$ cat src/rtl/stack_interface_ds_router_if.sv
// Downstream stack-bus bundle: bus input side, controller port and per-lane stOp ports.
// master = the environment driving the bus and consuming outputs; slave = the router.
interface stack_interface_ds_router_if #(
  parameter int DATA_WIDTH = 64,
  parameter int NUM_LANES  = 4
);
  logic                            sb_ds_valid;
  logic [1:0]                      sb_ds_cntl;
  logic [DATA_WIDTH-1:0]           sb_ds_data;
  logic                            sb_ds_ready;
  logic                            cntl_valid;
  logic [1:0]                      cntl_cntl;
  logic [DATA_WIDTH-1:0]           cntl_data;
  logic                            cntl_ready;
  logic [NUM_LANES-1:0]            stop_valid;
  logic [NUM_LANES-1:0]            stop_eom;
  logic [NUM_LANES*DATA_WIDTH-1:0] stop_data;
  logic [NUM_LANES-1:0]            stop_ready;
  logic                            err_pulse;

  modport master (
    output sb_ds_valid, sb_ds_cntl, sb_ds_data, cntl_ready, stop_ready,
    input  sb_ds_ready, cntl_valid, cntl_cntl, cntl_data, stop_valid, stop_eom, stop_data,
           err_pulse
  );

  modport slave (
    input  sb_ds_valid, sb_ds_cntl, sb_ds_data, cntl_ready, stop_ready,
    output sb_ds_ready, cntl_valid, cntl_cntl, cntl_data, stop_valid, stop_eom, stop_data,
           err_pulse
  );
endinterface

$ cat src/rtl/stack_interface_ds_router.sv
// Downstream stack-bus router: control packets to the controller FIFO, data packets to stOp lanes.
// Optional error counter (err_count / err_count_clr) enabled by STACK_INTF_DS_ERR_CNT_EN.

module stack_interface_ds_router_fifo #(
  parameter int WIDTH = 65,
  parameter int DEPTH = 8
) (
  input  logic             clk,
  input  logic             reset_poweron,
  input  logic             push,
  input  logic [WIDTH-1:0] din,
  output logic             full,
  output logic             vld_p1,
  output logic [WIDTH-1:0] dout_p1,
  input  logic             pop_ready
);
  localparam int PTR_W = $clog2(DEPTH);
  localparam int CNT_W = PTR_W + 1;

  logic [WIDTH-1:0] mem [DEPTH];
  logic [PTR_W-1:0] wr_ptr;
  logic [PTR_W-1:0] rd_ptr;
  logic [PTR_W-1:0] rd_ptr_n;
  logic [CNT_W-1:0] count;
  logic [CNT_W-1:0] count_keep;
  logic [CNT_W-1:0] count_n;
  logic             push_ok;
  logic             pop;

  assign full       = (count == CNT_W'(DEPTH));
  assign push_ok    = push && !full;
  assign pop        = vld_p1 && pop_ready;
  assign rd_ptr_n   = rd_ptr + PTR_W'(pop);
  assign count_keep = count - CNT_W'(pop);
  assign count_n    = count_keep + CNT_W'(push_ok);

  // Head register: when nothing else remains after the pop, the incoming word becomes the head.
  always_ff @(posedge clk or negedge reset_poweron) begin
    if (!reset_poweron) begin
      wr_ptr  <= '0;
      rd_ptr  <= '0;
      count   <= '0;
      vld_p1  <= 1'b0;
      dout_p1 <= '0;
    end else begin
      wr_ptr <= wr_ptr + PTR_W'(push_ok);
      rd_ptr <= rd_ptr_n;
      count  <= count_n;
      vld_p1 <= (count_n != '0);
      if (count_keep == '0) begin
        if (push_ok) dout_p1 <= din;
      end else begin
        dout_p1 <= mem[rd_ptr_n];
      end
    end
  end

  always_ff @(posedge clk) begin
    if (push_ok) mem[wr_ptr] <= din;
  end
endmodule

module stack_interface_ds_router #(
  parameter int DATA_WIDTH = 64,
  parameter int NUM_LANES  = 4,
  parameter int LANE_ID_W  = 4,
  parameter int FIFO_DEPTH = 8
) (
  input  logic clk,
  input  logic reset_poweron,
`ifdef STACK_INTF_DS_ERR_CNT_EN
  input  logic       err_count_clr,
  output logic [7:0] err_count,
`endif
  stack_interface_ds_router_if.slave bus
);
  typedef enum logic [1:0] {IDLE, FWD_CNTL, FWD_DATA, DROP} state_t;

  localparam logic [1:0]           C_SOM     = 2'b00;
  localparam logic [1:0]           C_EOM     = 2'b10;
  localparam logic [1:0]           C_SOM_EOM = 2'b11;
  localparam logic [LANE_ID_W:0]   LANES_W   = (LANE_ID_W+1)'(NUM_LANES);

  function automatic logic is_som(input logic [1:0] c);
    return (c == C_SOM) || (c == C_SOM_EOM);
  endfunction

  function automatic logic is_eom(input logic [1:0] c);
    return c[1];
  endfunction

  state_t                state, state_n;
  logic [LANE_ID_W-1:0]  cur_lane, cur_lane_n;
  logic                  armed;
  logic                  ready_raw;
  logic                  accept;
  logic                  som, eom;
  logic                  hdr_is_data;
  logic [LANE_ID_W-1:0]  hdr_lane;
  logic                  lane_ok;
  logic                  cntl_push;
  logic                  data_push;
  logic                  err_n;
  logic                  err_q;
  logic                  cntl_full;
  logic                  sel_full;
  logic [NUM_LANES-1:0]  lane_full;
  logic [NUM_LANES-1:0]  lane_vld;
  logic [NUM_LANES-1:0]  lane_eom;
  logic [NUM_LANES*DATA_WIDTH-1:0] lane_data;
  logic [DATA_WIDTH+1:0] cntl_head;

  assign som         = is_som(bus.sb_ds_cntl);
  assign eom         = is_eom(bus.sb_ds_cntl);
  assign hdr_is_data = bus.sb_ds_data[DATA_WIDTH-1];
  assign hdr_lane    = bus.sb_ds_data[DATA_WIDTH-2 -: LANE_ID_W];
  assign lane_ok     = ({1'b0, hdr_lane} < LANES_W);

  always_comb begin
    sel_full = 1'b0;
    for (int i = 0; i < NUM_LANES; i++) begin
      if (cur_lane == LANE_ID_W'(i)) sel_full = lane_full[i];
    end
  end

  // IDLE gates on the controller FIFO even for data headers, which are never stored.
  always_comb begin
    ready_raw = 1'b1;
    case (state)
      IDLE, FWD_CNTL: ready_raw = !cntl_full;
      FWD_DATA:       ready_raw = !sel_full;
      default:        ready_raw = 1'b1;
    endcase
  end

  assign bus.sb_ds_ready = armed && ready_raw;
  assign accept          = bus.sb_ds_valid && bus.sb_ds_ready;

  always_comb begin
    state_n    = state;
    cur_lane_n = cur_lane;
    cntl_push  = 1'b0;
    data_push  = 1'b0;
    err_n      = 1'b0;
    if (accept) begin
      case (state)
        IDLE: begin
          if (!som) begin
            err_n = 1'b1;
          end else if (!hdr_is_data) begin
            cntl_push = 1'b1;
            if (!eom) state_n = FWD_CNTL;
          end else if (eom) begin
            err_n = 1'b1;
          end else if (lane_ok) begin
            cur_lane_n = hdr_lane;
            state_n    = FWD_DATA;
          end else begin
            err_n   = 1'b1;
            state_n = DROP;
          end
        end
        FWD_CNTL: begin
          if (som) begin
            err_n   = 1'b1;
            state_n = DROP;
          end else begin
            cntl_push = 1'b1;
            if (eom) state_n = IDLE;
          end
        end
        FWD_DATA: begin
          if (som) begin
            err_n   = 1'b1;
            state_n = DROP;
          end else begin
            data_push = 1'b1;
            if (eom) state_n = IDLE;
          end
        end
        DROP: begin
          if (bus.sb_ds_cntl == C_EOM) state_n = IDLE;
        end
        default: state_n = IDLE;
      endcase
    end
  end

  // armed holds off acceptance for the first cycle after reset release.
  always_ff @(posedge clk or negedge reset_poweron) begin
    if (!reset_poweron) begin
      state    <= IDLE;
      cur_lane <= '0;
      armed    <= 1'b0;
      err_q    <= 1'b0;
    end else begin
      state    <= state_n;
      cur_lane <= cur_lane_n;
      armed    <= 1'b1;
      err_q    <= err_n;
    end
  end

  assign bus.err_pulse = err_q;

  stack_interface_ds_router_fifo #(
    .WIDTH (DATA_WIDTH + 2),
    .DEPTH (FIFO_DEPTH)
  ) u_cntl_fifo (
    .clk           (clk),
    .reset_poweron (reset_poweron),
    .push          (cntl_push),
    .din           ({bus.sb_ds_cntl, bus.sb_ds_data}),
    .full          (cntl_full),
    .vld_p1        (bus.cntl_valid),
    .dout_p1       (cntl_head),
    .pop_ready     (bus.cntl_ready)
  );

  assign bus.cntl_cntl = cntl_head[DATA_WIDTH+1:DATA_WIDTH];
  assign bus.cntl_data = cntl_head[DATA_WIDTH-1:0];

  for (genvar g = 0; g < NUM_LANES; g++) begin : g_lane
    logic [DATA_WIDTH:0] head;

    stack_interface_ds_router_fifo #(
      .WIDTH (DATA_WIDTH + 1),
      .DEPTH (FIFO_DEPTH)
    ) u_lane_fifo (
      .clk           (clk),
      .reset_poweron (reset_poweron),
      .push          (data_push && (cur_lane == LANE_ID_W'(g))),
      .din           ({eom, bus.sb_ds_data}),
      .full          (lane_full[g]),
      .vld_p1        (lane_vld[g]),
      .dout_p1       (head),
      .pop_ready     (bus.stop_ready[g])
    );

    assign lane_eom[g]                             = head[DATA_WIDTH];
    assign lane_data[g*DATA_WIDTH +: DATA_WIDTH]   = head[DATA_WIDTH-1:0];
  end

  assign bus.stop_valid = lane_vld;
  assign bus.stop_eom   = lane_eom;
  assign bus.stop_data  = lane_data;

`ifdef STACK_INTF_DS_ERR_CNT_EN
  always_ff @(posedge clk or negedge reset_poweron) begin
    if (!reset_poweron) begin
      err_count <= '0;
    end else if (err_count_clr) begin
      err_count <= '0;
    end else if (err_q && (err_count != 8'hFF)) begin
      err_count <= err_count + 8'd1;
    end
  end
`endif
endmodule

$ cat src/flat_wrapper.sv
// flat-port wrapper written by rule: the top's interface ports become plain ports
module stack_interface_ds_router_flat 
#(
  parameter int DATA_WIDTH = 64,
  parameter int NUM_LANES  = 4,
  parameter int LANE_ID_W  = 4,
  parameter int FIFO_DEPTH = 8
)
  (clk, reset_poweron, bus_sb_ds_valid, bus_sb_ds_cntl, bus_sb_ds_data, bus_cntl_ready, bus_stop_ready, bus_sb_ds_ready, bus_cntl_valid, bus_cntl_cntl, bus_cntl_data, bus_stop_valid, bus_stop_eom, bus_stop_data, bus_err_pulse);
  stack_interface_ds_router_if #(.DATA_WIDTH(DATA_WIDTH), .NUM_LANES(NUM_LANES)) bus_i ();
  input  logic clk;
  input  logic reset_poweron;
  input wire logic [$bits(bus_i.sb_ds_valid)-1:0] bus_sb_ds_valid;
  input wire logic [$bits(bus_i.sb_ds_cntl)-1:0] bus_sb_ds_cntl;
  input wire logic [$bits(bus_i.sb_ds_data)-1:0] bus_sb_ds_data;
  input wire logic [$bits(bus_i.cntl_ready)-1:0] bus_cntl_ready;
  input wire logic [$bits(bus_i.stop_ready)-1:0] bus_stop_ready;
  output wire logic [$bits(bus_i.sb_ds_ready)-1:0] bus_sb_ds_ready;
  output wire logic [$bits(bus_i.cntl_valid)-1:0] bus_cntl_valid;
  output wire logic [$bits(bus_i.cntl_cntl)-1:0] bus_cntl_cntl;
  output wire logic [$bits(bus_i.cntl_data)-1:0] bus_cntl_data;
  output wire logic [$bits(bus_i.stop_valid)-1:0] bus_stop_valid;
  output wire logic [$bits(bus_i.stop_eom)-1:0] bus_stop_eom;
  output wire logic [$bits(bus_i.stop_data)-1:0] bus_stop_data;
  output wire logic [$bits(bus_i.err_pulse)-1:0] bus_err_pulse;
  assign bus_i.sb_ds_valid = bus_sb_ds_valid;
  assign bus_i.sb_ds_cntl = bus_sb_ds_cntl;
  assign bus_i.sb_ds_data = bus_sb_ds_data;
  assign bus_i.cntl_ready = bus_cntl_ready;
  assign bus_i.stop_ready = bus_stop_ready;
  assign bus_sb_ds_ready = bus_i.sb_ds_ready;
  assign bus_cntl_valid = bus_i.cntl_valid;
  assign bus_cntl_cntl = bus_i.cntl_cntl;
  assign bus_cntl_data = bus_i.cntl_data;
  assign bus_stop_valid = bus_i.stop_valid;
  assign bus_stop_eom = bus_i.stop_eom;
  assign bus_stop_data = bus_i.stop_data;
  assign bus_err_pulse = bus_i.err_pulse;
  stack_interface_ds_router #(.DATA_WIDTH(DATA_WIDTH), .NUM_LANES(NUM_LANES), .LANE_ID_W(LANE_ID_W), .FIFO_DEPTH(FIFO_DEPTH)) u_core (.clk(clk), .reset_poweron(reset_poweron), .bus(bus_i));
endmodule
$ cat config.mk
export PLATFORM = sky130hd
export DESIGN_NAME = stack_interface_ds_router_flat
export DESIGN_NICKNAME = d
export VERILOG_FILES = /design/src/rtl/stack_interface_ds_router_if.sv /design/src/rtl/stack_interface_ds_router.sv /design/src/flat_wrapper.sv
export SDC_FILE = /design/constraint.sdc
export NUM_CORES = 2
export LEC_CHECK = 0
export CORE_ASPECT_RATIO = 0.8
export CORE_MARGIN = 8
export CORE_UTILIZATION = 55
export DETAILED_ROUTE_END_ITERATION = 7
export PLACE_DENSITY = 0.84
export SYNTH_ARGS = -nofsm -noshare
export SYNTH_HDL_FRONTEND = slang
export SYNTH_SLANG_ARGS = --single-unit
export TNS_END_PERCENT = 30
$ cat constraint.sdc
create_clock -name clk -period 20.5 [get_ports clk]
set_input_delay 4.1 -clock clk [delete_from_list [all_inputs] [get_ports clk]]
set_output_delay 4.1 -clock clk [all_outputs]
set_load 0.005 [all_outputs]
==> metrics.csv <==
stage;metric;value;unit
sta;Fmax;112;MHz
clock_network;Skew-Pair Late Insertion Delay;0.93;ns
yosys;XOR/XNOR Fraction of Synth Area;0.00227;
floorplanning;core area;209000;sq um
sta;Rel. slew slack;0.163;
clock_network;post-CTS setup buffers;0;
run_status;status;completed;
clock_network;CTS Buffer Depth;4;
setup_path;CP Launch Type;input port;
yosys;number of enable flip-flop cells after synthesis;2608;
sta;RSZ-0062 raised after global routing;false;
setup_path;crit-path max FO;54;
setup_path;Crit. End Element;register;
detailed_routing;First DRT Iteration DRCs;9295;
sta;Hold WS;0.562;ns
yosys;Adder-Cell Fraction of Synth Area;0.00498;
yosys;syn_area_per_cell;22.5;sq um
yosys;largest family of logic cells by synthesized area;multiplexers;
yosys;FF+latch count, synth;2997;
grt;vias in the first global route;61000;
grt;remaining global-route overflow;0;
clock_network;Sink Count;2997;
grt;first-pass GRT wire length;454000;um
pwr;PwrDens;154;nW/um^2
yosys;ys async rst share;0.130;
yosys;Synth cell types;43;
setup_path;Required @ worst endpoint;20.98;ns
floorplanning;Starting Density;0.553;
clock_network;CTS H-tree depth;5;
clock_network;Worst-path clk slew;0.06;ns
sta;minimum clock period after layout;8.93;ns
detailed_routing;post-route ant nets;0;
sta;Slew Viols, Final;0;
floorplanning;die area;225000;sq um
final_layout;Multi-input gate area;26700;sq um
floorplanning;num ports;407;
detailed_routing;vias;59400;
yosys;Mapped Nets;5254;
detailed_routing;Via density;6.78;
detailed_routing;DRC;0;
grt;initial antenna violation count;19;
yosys;Post-Syn Area;116000;sq um
yosys;mux cell area share after synthesis;0.212;
final_layout;final core utilization;0.637;
sta;worst-margin pin slew;1.26;ns
yosys;Post-Syn Instances;5134;
clock_network;CTS tree;yes;
pwr;Peak VDD IR;0.000175;V
floorplanning;row count;150;
place;IO Port Bufs;406;
hold_path;min-delay worst type;reg -> reg;
floorplanning;Die Span Y;426;um
floorplanning;Die W;528;um
yosys;Top FF cell, synth;edfxtp_1;
sta;Layout Skew;0.0763;ns
final_layout;commonest non-fill, non-tap cell in the layout;edfxtp_1;
final_layout;most frequent cells in the layout;edfxtp_1 (2608), mux2i_1 (979), mux4_2 (652);
sta;Tcrit/Tclk final;0.436;
place;dpl hpwl;172000;um
detailed_routing;total wire length;321000;um
final_layout;register area;88000;sq um
sta;final setup TNS;0;ns
grt;total global-route track usage;0.281;
clock_network;Clock Root Buffer;clkbuf_16;
sta;Fin. Hold Viols;0;
yosys;post-synthesis compound-gate area fraction;0.000704;
final_layout;net count reported at finish;5861;
setup_path;CP Class;in -> reg;
clock_network;CTS buffer count;289;
final_layout;layout cells sized above 1;0.223;
detailed_routing;DR pass1 iterations;5;
pwr;leakage;0.0462;uW
yosys;register area share after synthesis;0.762;
clock_network;hold-fix buffers at CTS;0;
setup_path;CP Data Arrival Time;9.41;ns
final_layout;synthesis-to-finish area growth;15.3;%
detailed_routing;Wirelength per Cell;36.6;um
sta;Final Setup Violations;0;
yosys;YS warnings;0;
grt;pin count of the biggest net entering global routing;78;
clock_network;CTS-repair resized insts;0;
yosys;Post-Synth Simple-Gate Area;0.00646;
place;gpl congestion;0.778;
final_layout;filler instances;12800;
flow_run;Max Cap Viol;0;
[power breakdown]
| part | internal (uW) | total (uW) | switching (uW) | leakage [uW] |
|---|---|---|---|---|
| sequential | 7120 | 7640 | 521 | 0.0280 |
| clock | 3100 | 5400 | 2300 | 0.00457 |
| combinational | 3600 | 7440 | 3850 | 0.0136 |
| total | 13800 | 20500 | 6670 | 0.0462 |
[critical path, stage by stage]
cell and delay, ns:
buf_2 0.75, ha_1 0.47, nor4b_1 0.48, nand3_1 0.28, nor4b_2 0.31, buf_4 0.67
nand2_1 0.36, nor3b_2 0.90, buf_4 0.95
[sequential cells by signal, summed over array words and instances (netlist names)]
signal	flops
u_core.g_lane.u_lane_fifo.mem	2080
u_core.u_cntl_fifo.mem	528
u_core.g_lane.u_lane_fifo.dout_p1	260
u_core.u_cntl_fifo.dout_p1	66
u_core.g_lane.u_lane_fifo.count	16
u_core.g_lane.u_lane_fifo.rd_ptr	12
u_core.g_lane.u_lane_fifo.wr_ptr	12
u_core.cur_lane	4
u_core.g_lane.u_lane_fifo.vld_p1	4
u_core.u_cntl_fifo.count	4
u_core.u_cntl_fifo.rd_ptr	3
u_core.u_cntl_fifo.wr_ptr	3
u_core.state	2
u_core.armed	1
u_core.bus.err_pulse	1
u_core.u_cntl_fifo.vld_p1	1
[cell type report]
class                      instances  area share
clock buffer                     394      0.0608
tap                             2812      0.0264
sequential                      2997       0.661
clock inverter                   113     0.00963
inverter                          30    0.000846
timing repair buffer             586      0.0403
antenna                            2   0.0000376
multi-input combinational       1837       0.201
[cell families after synthesis]
| group | Yosys count |
|---|---|
| compound gates | 11 |
| xor+xnor | 30 |
| fa+ha+maj | 46 |
| buf+inv | 300 |
| flops | 2997 |
| mux | 1634 |
| other cells | 1 |
| simple gates | 115 |
[per-layer routing]
layer | GRT usage | share of wire | vias to the layer above
li1 | - | - | 22400
met1 | 0.376 | 0.35 | 31300
met2 | 0.454 | 0.48 | 4947
met3 | 0.0668 | 0.12 | 773
met4 | 0.109 | 0.046 | 22
met5 | 0 | 0.00049 | -
[per-stage QoR]
step	area (sq um)	power, uW	instances	worst slack, ns
detailed placement	124000	14900	8262	10.82
global route	133000	21100	8769	11.40
finish	133000	20500	8771	11.57
floorplan	116000	12200	5134	7.41
CTS	133000	20600	8769	11.71
global placement	124000	14700	8262	11.01
[path summary, 6_finish.rpt]
| check | from | endpoint | slack (ns) | depth (start not counted) |
|---|---|---|---|---|
| max | bus_sb_ds_cntl[1] | u_core.g_lane[2].u_lane_fifo.mem[3][45] | 11.57 | 9 |
| min | u_core.u_cntl_fifo.dout_p1[63] | u_core.u_cntl_fifo.dout_p1[63] | 0.56 | 2 |
| min in group asynchronous | reset_poweron | u_core.u_cntl_fifo.dout_p1[0] | 3.21 | 1 |
| min reg2reg | u_core.u_cntl_fifo.dout_p1[63] | u_core.u_cntl_fifo.dout_p1[63] | 0.56 | 2 |
| max in group asynchronous | reset_poweron | u_core.g_lane[2].u_lane_fifo.dout_p1[40] | 15.29 | 3 |
| max reg2reg | u_core.state[0] | u_core.g_lane[2].u_lane_fifo.mem[3][45] | 15.34 | 9 |
[synthesized netlist by cell type (2+ instances only)]
cell type,instances,share of area
a21oi_1,3,0.00013
and2_1,7,0.00038
buf_1,64,0.0021
buf_2,55,0.0024
buf_4,10,0.00065
buf_6,5,0.00049
clkbuf_1,136,0.0044
dfrtp_1,389,0.084
edfxtp_1,2608,0.68
ha_1,46,0.0050
inv_1,30,0.00097
mux2_4,3,0.00039
mux2i_1,979,0.085
mux4_2,652,0.13
nand2_1,20,0.00065
nand4_1,5,0.00027
nor2_1,12,0.00039
nor2b_1,2,0.00011
nor3_1,8,0.00035
nor3b_1,17,0.0011
nor4_1,5,0.00027
nor4b_1,16,0.0012
nor4bb_1,6,0.00052
o21ai_0,2,0.000087
or4_1,8,0.00052
xnor2_1,15,0.0011
xor2_1,15,0.0011
Note: power is estimated with default switching activity, not from simulation.
